--- config.mk ---
export PLATFORM = sky130hd
export DESIGN_NAME = sprite_blitter_flat
export DESIGN_NICKNAME = d
export VERILOG_FILES = /design/src/rtl/blit_pkg.sv /design/src/rtl/sprite_blitter_if.sv /design/src/rtl/blit_raster_counter.sv /design/src/rtl/sprite_blitter.sv /design/src/flat_wrapper.sv
export SDC_FILE = /design/constraint.sdc
export NUM_CORES = 1
export LEC_CHECK = 0
export ABC_AREA = 0
export BUFFER_PORTS_ARGS = -buffer_cell sky130_fd_sc_hd__buf_4
export CAP_MARGIN = 10
export CORE_MARGIN = 2
export CORE_UTILIZATION = 36
export CTS_CLUSTER_SIZE = 12
export DETAILED_ROUTE_END_ITERATION = 8
export SYNTH_ARGS = -nofsm -noshare
export SYNTH_HDL_FRONTEND = slang
export SYNTH_SLANG_ARGS = --single-unit
--- constraint.sdc ---
create_clock -name clk -period 4.4 [get_ports clk]
set_input_delay 0.44 -clock clk [delete_from_list [all_inputs] [get_ports clk]]
set_output_delay 0.44 -clock clk [all_outputs]
set_load 0.01 [all_outputs]
--- src/rtl/blit_pkg.sv ---
// Shared geometry, bus widths, FSM state type and sprite address helper for the sprite blitter.
package blit_pkg;

   localparam int SCREEN_W        = 640;
   localparam int SCREEN_H        = 480;
   localparam int SPRITE_W        = 50;
   localparam int SPRITE_H        = 50;
   localparam int IDX_W           = 9;
   localparam int SPR_ADDR_W      = 13;
   localparam int FB_ADDR_W       = 20;
   localparam int TRANSPARENT_IDX = 0;

   localparam int COL_W      = $clog2(SPRITE_W);
   localparam int ROW_W      = $clog2(SPRITE_H);
   localparam int X_W        = 11;
   localparam int Y_W        = 10;
   localparam int SPR_PIXELS = SPRITE_W * SPRITE_H;

   typedef enum logic [1:0] {
      IDLE  = 2'd0,
      READ  = 2'd1,
      DRAIN = 2'd2,
      DONE  = 2'd3
   } blit_state_t;

   // A mirrored sprite reads each row right-to-left while being placed left-to-right.
   function automatic logic [SPR_ADDR_W-1:0] spriteAddr(input logic [ROW_W-1:0] row,
                                                        input logic [COL_W-1:0] col,
                                                        input logic           mirror);
      logic [COL_W-1:0] srcCol;
      srcCol = mirror ? (COL_W'(SPRITE_W - 1) - col) : col;
      return (SPR_ADDR_W'(row) * SPR_ADDR_W'(SPRITE_W)) + SPR_ADDR_W'(srcCol);
   endfunction

endpackage

--- src/rtl/sprite_blitter_if.sv ---
// Game-logic handshake, sprite ROM read port and framebuffer write port of the sprite blitter.
// The mirror request only exists when SPRITE_BLITTER_MIRROR_EN is defined.
interface sprite_blitter_if;
   import blit_pkg::*;

   logic                  start;
   logic [9:0]            x0;
   logic [8:0]            y0;
`ifdef SPRITE_BLITTER_MIRROR_EN
   logic                  mirror;
`endif
   logic                  busy;
   logic                  done;
   logic [SPR_ADDR_W-1:0] spr_addr;
   logic [IDX_W-1:0]      spr_data;
   logic [FB_ADDR_W-1:0]  fb_addr;
   logic [IDX_W-1:0]      fb_data;
   logic                  fb_wEn;

   modport master (
`ifdef SPRITE_BLITTER_MIRROR_EN
      output mirror,
`endif
      output start, x0, y0, spr_data,
      input  busy, done, spr_addr, fb_addr, fb_data, fb_wEn
   );

   modport slave (
`ifdef SPRITE_BLITTER_MIRROR_EN
      input  mirror,
`endif
      input  start, x0, y0, spr_data,
      output busy, done, spr_addr, fb_addr, fb_data, fb_wEn
   );

endinterface

--- src/rtl/blit_raster_counter.sv ---
// Raster-order col/row walker over the sprite, producing the registered sprite ROM address.
module blit_raster_counter
   import blit_pkg::*;
(
   input  logic                  clk,
   input  logic                  resetn,
   input  logic                  clear_i,
   input  logic                  advance_i,
   input  logic                  mirror_i,
   output logic [COL_W-1:0]      col_o,
   output logic [ROW_W-1:0]      row_o,
   output logic                  last_o,
   output logic [SPR_ADDR_W-1:0] addr_o
);

   logic [COL_W-1:0]      col_q, col_d;
   logic [ROW_W-1:0]      row_q, row_d;
   logic [SPR_ADDR_W-1:0] addr_q, addr_d;

   assign last_o = (row_q == ROW_W'(SPRITE_H - 1)) && (col_q == COL_W'(SPRITE_W - 1));

   // The walker parks on the last pixel rather than wrapping; the caller decides when to stop.
   always_comb begin
      col_d  = col_q;
      row_d  = row_q;
      addr_d = addr_q;
      if (clear_i) begin
         col_d  = '0;
         row_d  = '0;
         addr_d = spriteAddr('0, '0, mirror_i);
      end else if (advance_i && !last_o) begin
         if (col_q == COL_W'(SPRITE_W - 1)) begin
            col_d = '0;
            row_d = row_q + ROW_W'(1);
         end else begin
            col_d = col_q + COL_W'(1);
         end
         addr_d = spriteAddr(row_d, col_d, mirror_i);
      end
   end

   always_ff @(posedge clk or negedge resetn) begin
      if (!resetn) begin
         col_q  <= '0;
         row_q  <= '0;
         addr_q <= '0;
      end else begin
         col_q  <= col_d;
         row_q  <= row_d;
         addr_q <= addr_d;
      end
   end

   assign col_o  = col_q;
   assign row_o  = row_q;
   assign addr_o = addr_q;

endmodule

--- src/rtl/sprite_blitter.sv ---
// Copies one sprite from the sprite ROM into the framebuffer at a clipped screen origin.
// Horizontal mirroring is built in only when SPRITE_BLITTER_MIRROR_EN is defined.
module sprite_blitter
   import blit_pkg::*;
(
   input  logic            clk,
   input  logic            resetn,
   sprite_blitter_if.slave bus
);

   blit_state_t state_q, state_d;
   logic        drainCnt_q;

   logic [9:0] x0_q;
   logic [8:0] y0_q;
   logic       mirror_q;
   logic       mirrorIn;

   logic accept;
   logic advance;
   logic busy;
   logic done;

   logic [COL_W-1:0]      col;
   logic [ROW_W-1:0]      row;
   logic                  last;
   logic [SPR_ADDR_W-1:0] sprAddr;

   logic [X_W-1:0] xSum, s1XSum;
   logic [Y_W-1:0] ySum, s1YSum;

   logic             s1Valid_q, s1Last_q, s1InBounds_q;
   logic [COL_W-1:0] s1Col_q;
   logic [ROW_W-1:0] s1Row_q;

   logic [FB_ADDR_W-1:0] fbAddr_q, fbAddr_d;
   logic [IDX_W-1:0]     fbData_q, fbData_d;
   logic                 fbWEn_q, fbWEn_d;

`ifdef SPRITE_BLITTER_MIRROR_EN
   assign mirrorIn = bus.mirror;
`else
   assign mirrorIn = 1'b0;
`endif

   assign accept = (state_q == IDLE) && bus.start;

   always_ff @(posedge clk or negedge resetn) begin
      if (!resetn) begin
         state_q    <= IDLE;
         drainCnt_q <= 1'b0;
      end else begin
         state_q    <= state_d;
         drainCnt_q <= (state_q == DRAIN) && !drainCnt_q;
      end
   end

   // READ ends one cycle after the last address enters the pipe, so its flags are already in flight.
   always_comb begin
      state_d = state_q;
      unique case (state_q)
         IDLE:    if (bus.start) state_d = READ;
         READ:    if (s1Last_q)  state_d = DRAIN;
         DRAIN:   if (drainCnt_q) state_d = DONE;
         DONE:    state_d = IDLE;
         default: state_d = IDLE;
      endcase
   end

   always_comb begin
      busy    = (state_q == READ) || (state_q == DRAIN);
      done    = (state_q == DONE);
      advance = (state_q == READ) && !s1Last_q;
   end

   always_ff @(posedge clk or negedge resetn) begin
      if (!resetn) begin
         x0_q     <= '0;
         y0_q     <= '0;
         mirror_q <= 1'b0;
      end else if (accept) begin
         x0_q     <= bus.x0;
         y0_q     <= bus.y0;
         mirror_q <= mirrorIn;
      end
   end

   blit_raster_counter u_counter (
      .clk       (clk),
      .resetn    (resetn),
      .clear_i   (accept),
      .advance_i (advance),
      .mirror_i  (accept ? mirrorIn : mirror_q),
      .col_o     (col),
      .row_o     (row),
      .last_o    (last),
      .addr_o    (sprAddr)
   );

   // Sums are one bit wider than the screen coordinates so off-screen pixels clip instead of wrapping.
   assign xSum = {1'b0, x0_q} + X_W'(col);
   assign ySum = {1'b0, y0_q} + Y_W'(row);

   always_ff @(posedge clk or negedge resetn) begin
      if (!resetn) begin
         s1Valid_q    <= 1'b0;
         s1Last_q     <= 1'b0;
         s1InBounds_q <= 1'b0;
         s1Col_q      <= '0;
         s1Row_q      <= '0;
      end else begin
         s1Valid_q <= advance;
         s1Last_q  <= advance && last;
         if (advance) begin
            s1Col_q      <= col;
            s1Row_q      <= row;
            s1InBounds_q <= (xSum < X_W'(SCREEN_W)) && (ySum < Y_W'(SCREEN_H));
         end
      end
   end

   assign s1XSum = {1'b0, x0_q} + X_W'(s1Col_q);
   assign s1YSum = {1'b0, y0_q} + Y_W'(s1Row_q);

   always_comb begin
      fbAddr_d = fbAddr_q;
      fbData_d = fbData_q;
      fbWEn_d  = s1Valid_q && s1InBounds_q && (bus.spr_data != IDX_W'(TRANSPARENT_IDX));
      if (s1Valid_q && s1InBounds_q) begin
         fbAddr_d = (FB_ADDR_W'(s1YSum) * FB_ADDR_W'(SCREEN_W)) + FB_ADDR_W'(s1XSum);
         fbData_d = bus.spr_data;
      end
   end

   always_ff @(posedge clk or negedge resetn) begin
      if (!resetn) begin
         fbAddr_q <= '0;
         fbData_q <= '0;
         fbWEn_q  <= 1'b0;
      end else begin
         fbAddr_q <= fbAddr_d;
         fbData_q <= fbData_d;
         fbWEn_q  <= fbWEn_d;
      end
   end

   assign bus.busy     = busy;
   assign bus.done     = done;
   assign bus.spr_addr = sprAddr;
   assign bus.fb_addr  = fbAddr_q;
   assign bus.fb_data  = fbData_q;
   assign bus.fb_wEn   = fbWEn_q;

endmodule

--- src/flat_wrapper.sv ---
// flat-port wrapper written by rule: the top's interface ports become plain ports
module sprite_blitter_flat import blit_pkg::*;
  (clk, resetn, bus_start, bus_x0, bus_y0, bus_spr_data, bus_busy, bus_done, bus_spr_addr, bus_fb_addr, bus_fb_data, bus_fb_wEn);
  sprite_blitter_if bus_i ();
  input  logic clk;
  input  logic resetn;
  input wire logic [$bits(bus_i.start)-1:0] bus_start;
  input wire logic [$bits(bus_i.x0)-1:0] bus_x0;
  input wire logic [$bits(bus_i.y0)-1:0] bus_y0;
  input wire logic [$bits(bus_i.spr_data)-1:0] bus_spr_data;
  output wire logic [$bits(bus_i.busy)-1:0] bus_busy;
  output wire logic [$bits(bus_i.done)-1:0] bus_done;
  output wire logic [$bits(bus_i.spr_addr)-1:0] bus_spr_addr;
  output wire logic [$bits(bus_i.fb_addr)-1:0] bus_fb_addr;
  output wire logic [$bits(bus_i.fb_data)-1:0] bus_fb_data;
  output wire logic [$bits(bus_i.fb_wEn)-1:0] bus_fb_wEn;
  assign bus_i.start = bus_start;
  assign bus_i.x0 = bus_x0;
  assign bus_i.y0 = bus_y0;
  assign bus_i.spr_data = bus_spr_data;
  assign bus_busy = bus_i.busy;
  assign bus_done = bus_i.done;
  assign bus_spr_addr = bus_i.spr_addr;
  assign bus_fb_addr = bus_i.fb_addr;
  assign bus_fb_data = bus_i.fb_data;
  assign bus_fb_wEn = bus_i.fb_wEn;
  sprite_blitter u_core (.clk(clk), .resetn(resetn), .bus(bus_i));
endmodule
### After elaboration in Yosys (flattened, before gate mapping)

Index checks and enable logic that the tools add are counted.

| storage, ports and cells | value |
|---|---|
| word-level logic and storage cells | 73 |
| bits in registers | 93 |
| output and inout port bits | 45 |
| input bits | 31 |

| cells by class | value |
|---|---|
| multiply operators | 2 |
| add/subtract/negate cells | 9 |
| $lt $le $gt $ge | 2 |
| equal/unequal tests | 8 |
| mux-type cells | 19 |
| reduce and logical (&&, ||, !) cells | 17 |

Operators with widths:

| kind | count |
|---|---|
| $mux W6 | 12 |
| $mux W13 | 2 |
| $add A10 B6 Y11 | 2 |
| $add A20 B11 Y20 | 1 |
| $add A9 B6 Y10 | 2 |
| $add A12 B6 Y13 | 1 |
| $mul A10 B3 Y13 const B | 1 |
| $add A6 B1 Y6 const B | 2 |
| $eq A6 B6 Y1 const B | 2 |
| $lt A11 B10 Y1 const B | 1 |
| $mul A6 B5 Y11 const B | 1 |
| $lt A10 B9 Y1 const B | 1 |
| $logic_and A1 B1 Y1 | 9 |
| $reduce_bool A9 Y1 | 1 |
| $pmux W2 S4 | 1 |
| $mux W2 | 3 |
| $sub A6 B6 Y6 const A | 1 |
| $eq A2 B2 Y1 const B | 2 |
| $ne A2 B1 Y1 const B | 2 |
| $logic_not A1 Y1 | 3 |
| $reduce_and A3 Y1 | 1 |
| $eq A2 B1 Y1 const B | 1 |
| $logic_not A2 Y1 | 1 |
| $ne A2 B2 Y1 const B | 1 |
| other kinds (3) | 3 |

### Depth between registers and ports, before layout

| logic depth | value |
|---|---|
| depth in word-level cells | 11 |
| depth in mapped cells | 19 |
| mapped depth without buffers | 19 |

### Hierarchy

Synthesis repeated with hierarchy kept, for this count alone.

| unflattened totals | value |
|---|---|
| cells, all modules | 669 |
| area total of the unflattened synthesis | 6,598.8 µm² |

By module, submodules not included:

| module | times used | area an instance (µm²) | cells an instance | seq. area each (µm²) |
|---|---|---|---|---|
| sprite_blitter | 1 | 4,220.3 | 391 | 1,701.6 |
| blit_raster_counter | 1 | 2,378.5 | 278 | 625.6 |

### Least setup slack after synthesis

No wires, ideal clock.

| path | value |
|---|---|
| path type | register -> register |
| from | reg u_core.u_counter.col_q[0], in the netlist u_core.u_counter.col_o[0] |
| to | reg u_core.u_counter.addr_q[12], in the netlist u_core.u_counter.addr_o[12] |
| arrival | 4.307 ns |
| data required time | 4.335 ns |
| clock period less this slack | 4.372 ns |
| path buffers | 1 |
| stages on the path, launching flop included | 19 |
| setup time | 0.065 ns |
| slack | 0.028 ns |
| cell sequence | dfrtp_1 > ha_1 > nand4b_1 > nor2_1 > buf_2 > nor2_1 > a21oi_1 > ha_1 > ha_1 > ha_1 > inv_1 > fa_1 > nor2b_1 > o21ai_1 > nor3b_1 > or4_1 > nand2b_1 > nor4b_1 > o21a_1 |

| on the way | value |
|---|---|
| longest elaborated chain between the ends | 9 |
| elaborated cells between the ends (all ways) | 18 |
| classes of those cells | add/sub: 3; mul: 1; eq/ne: 1; mux: 9; reduce/logical: 4 |

RTL lines:

| what | line | text |
|---|---|---|
| start: declaration | blit_raster_counter.sv:16 | `logic [COL_W-1:0] col_q, col_d;` |
| start signal: assignment | blit_raster_counter.sv:48 | `col_q <= col_d;` |
| parallel branches: the longest is 9 deep, another holds $add A12 B6 Y13 | - |  |
| end signal: assignment | blit_raster_counter.sv:50 | `addr_q <= addr_d;` |
| end: declaration | blit_raster_counter.sv:18 | `logic [SPR_ADDR_W-1:0] addr_q, addr_d;` |

Parallel ways; which one is timed is not known. The select of a mux whose other input is x is not followed.
A chain may end at the register's enable or synchronous reset.

### Final worst setup path

| path | value |
|---|---|
| from | reg u_core.u_counter.col_q[1], in the netlist u_core.u_counter.col_o[1] |
| to | reg u_core.u_counter.addr_q[12], in the netlist u_core.u_counter.addr_o[12] |

The elaborated chain is that of the path after synthesis.

==> impl_results.md <==
* PnR Total Power at 4.86 mW
* Warnings, synthesis at 0
* Net total in the final layout at between 800 and 900
* Headroom to the max-slew limit at approximately 30%
* Peak per-stage delay on the critical path at 550 ps
* Power per cell area at around 650 mW/mm2
* Biggest area contributors in the synthesized netlist: sky130_fd_sc_hd__dfrtp_1 (38%), sky130_fd_sc_hd__ha_1 (16%), sky130_fd_sc_hd__nand2_1 (8.3%)
* Top flip-flop cell by instance count after synthesis: sky130_fd_sc_hd__dfrtp_1
* Unrepaired setup endpoints after global routing: yes
* Total CTS buffers at 9
* Initial antenna violation count at 0
* Post-Place Cell Area at a little over 0.007 mm2
* Global placement routability congestion at 0.852
* Most area-hungry cell type in the Yosys netlist: sky130_fd_sc_hd__dfrtp_1
* Number of port buffers at 75
* Root buffer cell: sky130_fd_sc_hd__clkbuf_16
* Signed area change from the synthesized netlist to the final layout at 21.6%
* Number of hold-repair buffers added at the cts stage at 0
* Final-layout worst hold slack at around 160 ps
* CTS tree: yes
* Mean instance size in the synthesized netlist at 9.21 um2
* Final Critical Period at approximately 4200 ps
* Cell breakdown of the critical path: inv_1 -> ha_1 -> nand4b_1 -> nor2_4 -> and4_4 -> xor2_2 -> ha_1 -> ha_1 -> ha_1 -> ha_4 -> nor2b_1 -> o21ai_1 -> a21boi_1 -> or4_4 -> nand2b_1 -> nor4b_2 -> o21a_1
* Routed WL at between 10000 and 15000 um
* Number of H-tree levels at 3
* GRT overflow at 0
* Register bit count reported by yosys at between 90 and 100
* Endpoint of the lowest-slack register-to-register path: u_core.u_counter.addr_o[12]
* DRT Pass-1 Iters at 4
* Post-Route Skew at approximately 8.7 ps
* Util after Layout at 45.0%
* Worst r2r src: u_core.u_counter.col_o[1]
* IR Drop Worst-Case VDD at just under 0.3 mV
* Pins over their slew limit at 0
* Share of the cycle needed by the critical path after routing at approximately 95%
* Data arrival time of the critical path at roughly 4500 ps
* Worst-case register-to-register setup slack at around 220 ps
* Number of global-route vias before repair at between 4000 and 5000
* Cell with the largest stage delay on the worst path: sky130_fd_sc_hd__or4_4
* Achievable Freq at 239 MHz
* Classification of the worst-slack hold path: input pin to asynchronous set/reset pin
* Fraction of layout cells with a size suffix above 1 at between 20% and 30%
* Die area at around 0.018 mm2
* Routed len/inst at between 10 and 15 um
* Total GRT Usage at approximately 16%
* Nature of the critical path startpoint: flip-flop
* Number of cells traversed by the worst register-to-register path at 17
* Detail Route Antenna Nets at 0
* GR Layer Usage met3 at between 3 and 4%
* Count of buffer and inverter cells on the critical path at 1
* Global-route wire length before repair at about 23000 um
* Cell seen most often among critical-path stages: sky130_fd_sc_hd__ha_1
* Post-synth top area share at between 30% and 40%
* FFs w/ async S/R, synth at 100%
* Met2 capacity usage during global routing at between 20 and 30%
* Via Count at 4872
* Maximum number of pins on one net before global-route repair at 65
* Post-synth design cell area at between 0.006 and 0.007 mm2
* Run status: completed
* Cells after Synth at 669
* Fraction of met1 tracks used by global routing at between 20% and 30%
* Type of the worst setup path: flip-flop to flip-flop
* Number of failing setup endpoints in the final timing report at 0
* Number of flops mapped to enable cells by yosys at 0
* IO Count at 76
* Final antenna diode count at 0
* Area of the core at between 0.015 and 0.02 mm2
* Cell class contributing the biggest share of worst-path delay: simple AND/OR/NAND/NOR gates
* DRC marker count from the first detailed-route iteration at between 200 and 250
* Static power due to leakage at 3.72 nW
* WP data required at 4690 ps
* Register area share after synthesis at between 30% and 40%
* Placement-stage worst setup slack at -107 ps
* Clock insertion delay at the later pin of the skew report at around 350 ps
* FILL cells at 1607
* Sequential standard cell area at about 0.0023 mm2
* Post-Layout Inst Area at 0.00749 mm2
* Width of the chip at approximately 130 um
* Post-route DRC at 0
* Nature of the critical path endpoint: flip-flop
* Transition time at the pin with the least slew margin at roughly 1000 ps
* Multi-input logic area at 0.00376 mm2
* Post-Syn Nets at about 780
* Detailed placement HPWL at about 10000 um
* Final Hold Fails at 0
* Max-cap violation count at 0
* Clock slew at the register clock pins of the worst setup and hold paths at roughly 70 ps
* Maximum count of clock buffers along a single path at 2
* Distinct cells, synth at 67
* DIE HEIGHT at roughly 130 um
* Min setup slack post-route at between 200 and 250 ps
* Clock net sink count at between 90 and 100
* Layer with the highest usage after global routing: met2
* Routed via count divided by cell count at 4.99
* FP Rows at between 40 and 50
* CP max FO at 5
* Initial core utilization at between 30% and 40%
## how the worst max path moves through the flow
stage	start	to	slack, ps	cells after the start
after floorplan	u_core.u_counter.col_o[0]	u_core.u_counter.addr_o[12]	30	18
after global placement	u_core.u_counter.col_o[1]	u_core.u_counter.addr_o[12]	120	18
after detailed placement	u_core.u_counter.col_o[1]	u_core.u_counter.addr_o[12]	-110	18
after CTS	u_core.u_counter.col_o[1]	u_core.u_counter.addr_o[12]	30	18
after global routing	u_core.u_counter.col_o[1]	u_core.u_counter.addr_o[12]	-30	16
final	u_core.u_counter.col_o[1]	u_core.u_counter.addr_o[12]	220	17
## placed cells by master (no fill, tap or decap), types with 6 or more instances in the layout
master                      instances
sky130_fd_sc_hd__nor2_1            41
sky130_fd_sc_hd__nor2b_1            7
sky130_fd_sc_hd__o21ai_1           10
sky130_fd_sc_hd__nand3_1            6
sky130_fd_sc_hd__mux2_2            10
sky130_fd_sc_hd__a211oi_1           8
sky130_fd_sc_hd__o21ai_0           39
sky130_fd_sc_hd__buf_4             96
sky130_fd_sc_hd__ha_1              75
sky130_fd_sc_hd__a21o_1             7
sky130_fd_sc_hd__a21oi_1           30
sky130_fd_sc_hd__nand2b_1           6
sky130_fd_sc_hd__dfrtp_1           93
sky130_fd_sc_hd__clkbuf_16          9
sky130_fd_sc_hd__nor3_1             7
sky130_fd_sc_hd__nand2_1          136
sky130_fd_sc_hd__xnor2_1           19
sky130_fd_sc_hd__inv_1             29
sky130_fd_sc_hd__xor2_1            29
## cell type report
type / count / area share [%]
clock inverter: 5 / 0.802
multi-input combinational: 522 / 50.2
timing repair buffer: 97 / 9.77
clock buffer: 10 / 3.06
inverter: 29 / 1.45
sequential: 93 / 31.1
tap: 220 / 3.68
## cells in the mapped netlist (6+ instances only)
cell type                  count
sky130_fd_sc_hd__mux2_2       10
sky130_fd_sc_hd__nor2_1       42
sky130_fd_sc_hd__o21ai_0      39
sky130_fd_sc_hd__dfrtp_1      93
sky130_fd_sc_hd__a21oi_1      31
sky130_fd_sc_hd__xor2_1       33
sky130_fd_sc_hd__a21o_1        7
sky130_fd_sc_hd__xnor2_1      21
sky130_fd_sc_hd__nand2b_1      6
sky130_fd_sc_hd__inv_1        29
sky130_fd_sc_hd__nor3_1        7
sky130_fd_sc_hd__nor2b_1       7
sky130_fd_sc_hd__ha_1         78
sky130_fd_sc_hd__clkbuf_1     21
sky130_fd_sc_hd__a211oi_1      9
sky130_fd_sc_hd__nand3_1       7
sky130_fd_sc_hd__nand2_1     137
sky130_fd_sc_hd__o21ai_1      10
## layer usage
metal  vias to the layer above  part of all wire, %
met4                         0                 0.75
met2                       104                   49
met1                      2296                   47
li1                       2463                    -
met3                         9                  4.0
met5                         -                    0
## through the flow
stage / cells / setup TNS [ps]
floorplan: 669 / 0
global placement: 958 / 0
detailed placement: 958 / -190
CTS: 973 / 0
global route: 976 / -45.9
finish: 976 / 0
## sequential cells by signal (all words and copies together) (netlist names), 2 cells and up
| name | cells |
|---|---|
| u_core.s1Col_q | 6 |
| u_core.bus.fb_data | 9 |
| u_core.s1Row_q | 6 |
| u_core.u_counter.col_o | 6 |
| u_core.u_counter.addr_o | 13 |
| u_core.x0_q | 10 |
| u_core.u_counter.row_o | 6 |
| u_core.state_q | 2 |
| u_core.bus.fb_addr | 20 |
| u_core.y0_q | 9 |
## logic make-up (layout without fill, tap and decap cells)
logic type               Yosys count  in the layout  share of synthesized area [%]
AND/OR/NAND/NOR                  239            239                           17.6
AO/OA/AOI/OAI                    134            134                           13.8
flip-flops                        93             93                           37.8
adder cells (fa/ha/maj)           83             83                           17.5
XOR/XNOR                          56             56                           8.20
buffers and inverters             54            141                           3.33
multiplexers                      10             10                           1.83
## what timing repair did
item / in CTS / in global routing
setup endpoints to repair: 3 / 5
gates resized for setup: 3 / 19
buffers inserted: 0 / 2
pin swaps: 0 / 5
cloned: 0 / 0
## worst register-to-register path: stages (launching register included)
cell and delay (ps):
sky130_fd_sc_hd__dfrtp_1 380, sky130_fd_sc_hd__inv_1 60, sky130_fd_sc_hd__ha_1 160, sky130_fd_sc_hd__nand4b_1 180
sky130_fd_sc_hd__nor2_4 210, sky130_fd_sc_hd__and4_4 280, sky130_fd_sc_hd__xor2_2 200, sky130_fd_sc_hd__ha_1 270
sky130_fd_sc_hd__ha_1 290, sky130_fd_sc_hd__ha_1 330, sky130_fd_sc_hd__ha_4 270, sky130_fd_sc_hd__nor2b_1 130
sky130_fd_sc_hd__o21ai_1 140, sky130_fd_sc_hd__a21boi_1 100, sky130_fd_sc_hd__or4_4 550, sky130_fd_sc_hd__nand2b_1 180
sky130_fd_sc_hd__nor4b_2 250, sky130_fd_sc_hd__o21a_1 140
## report_power, final
part / internal, mW / switching [mW]
clock network: 0.441 / 0.338
registers: 1.18 / 0.235
logic: 1.19 / 1.49
total: 2.81 / 2.06
Note: power is estimated with default switching activity, not from simulation.
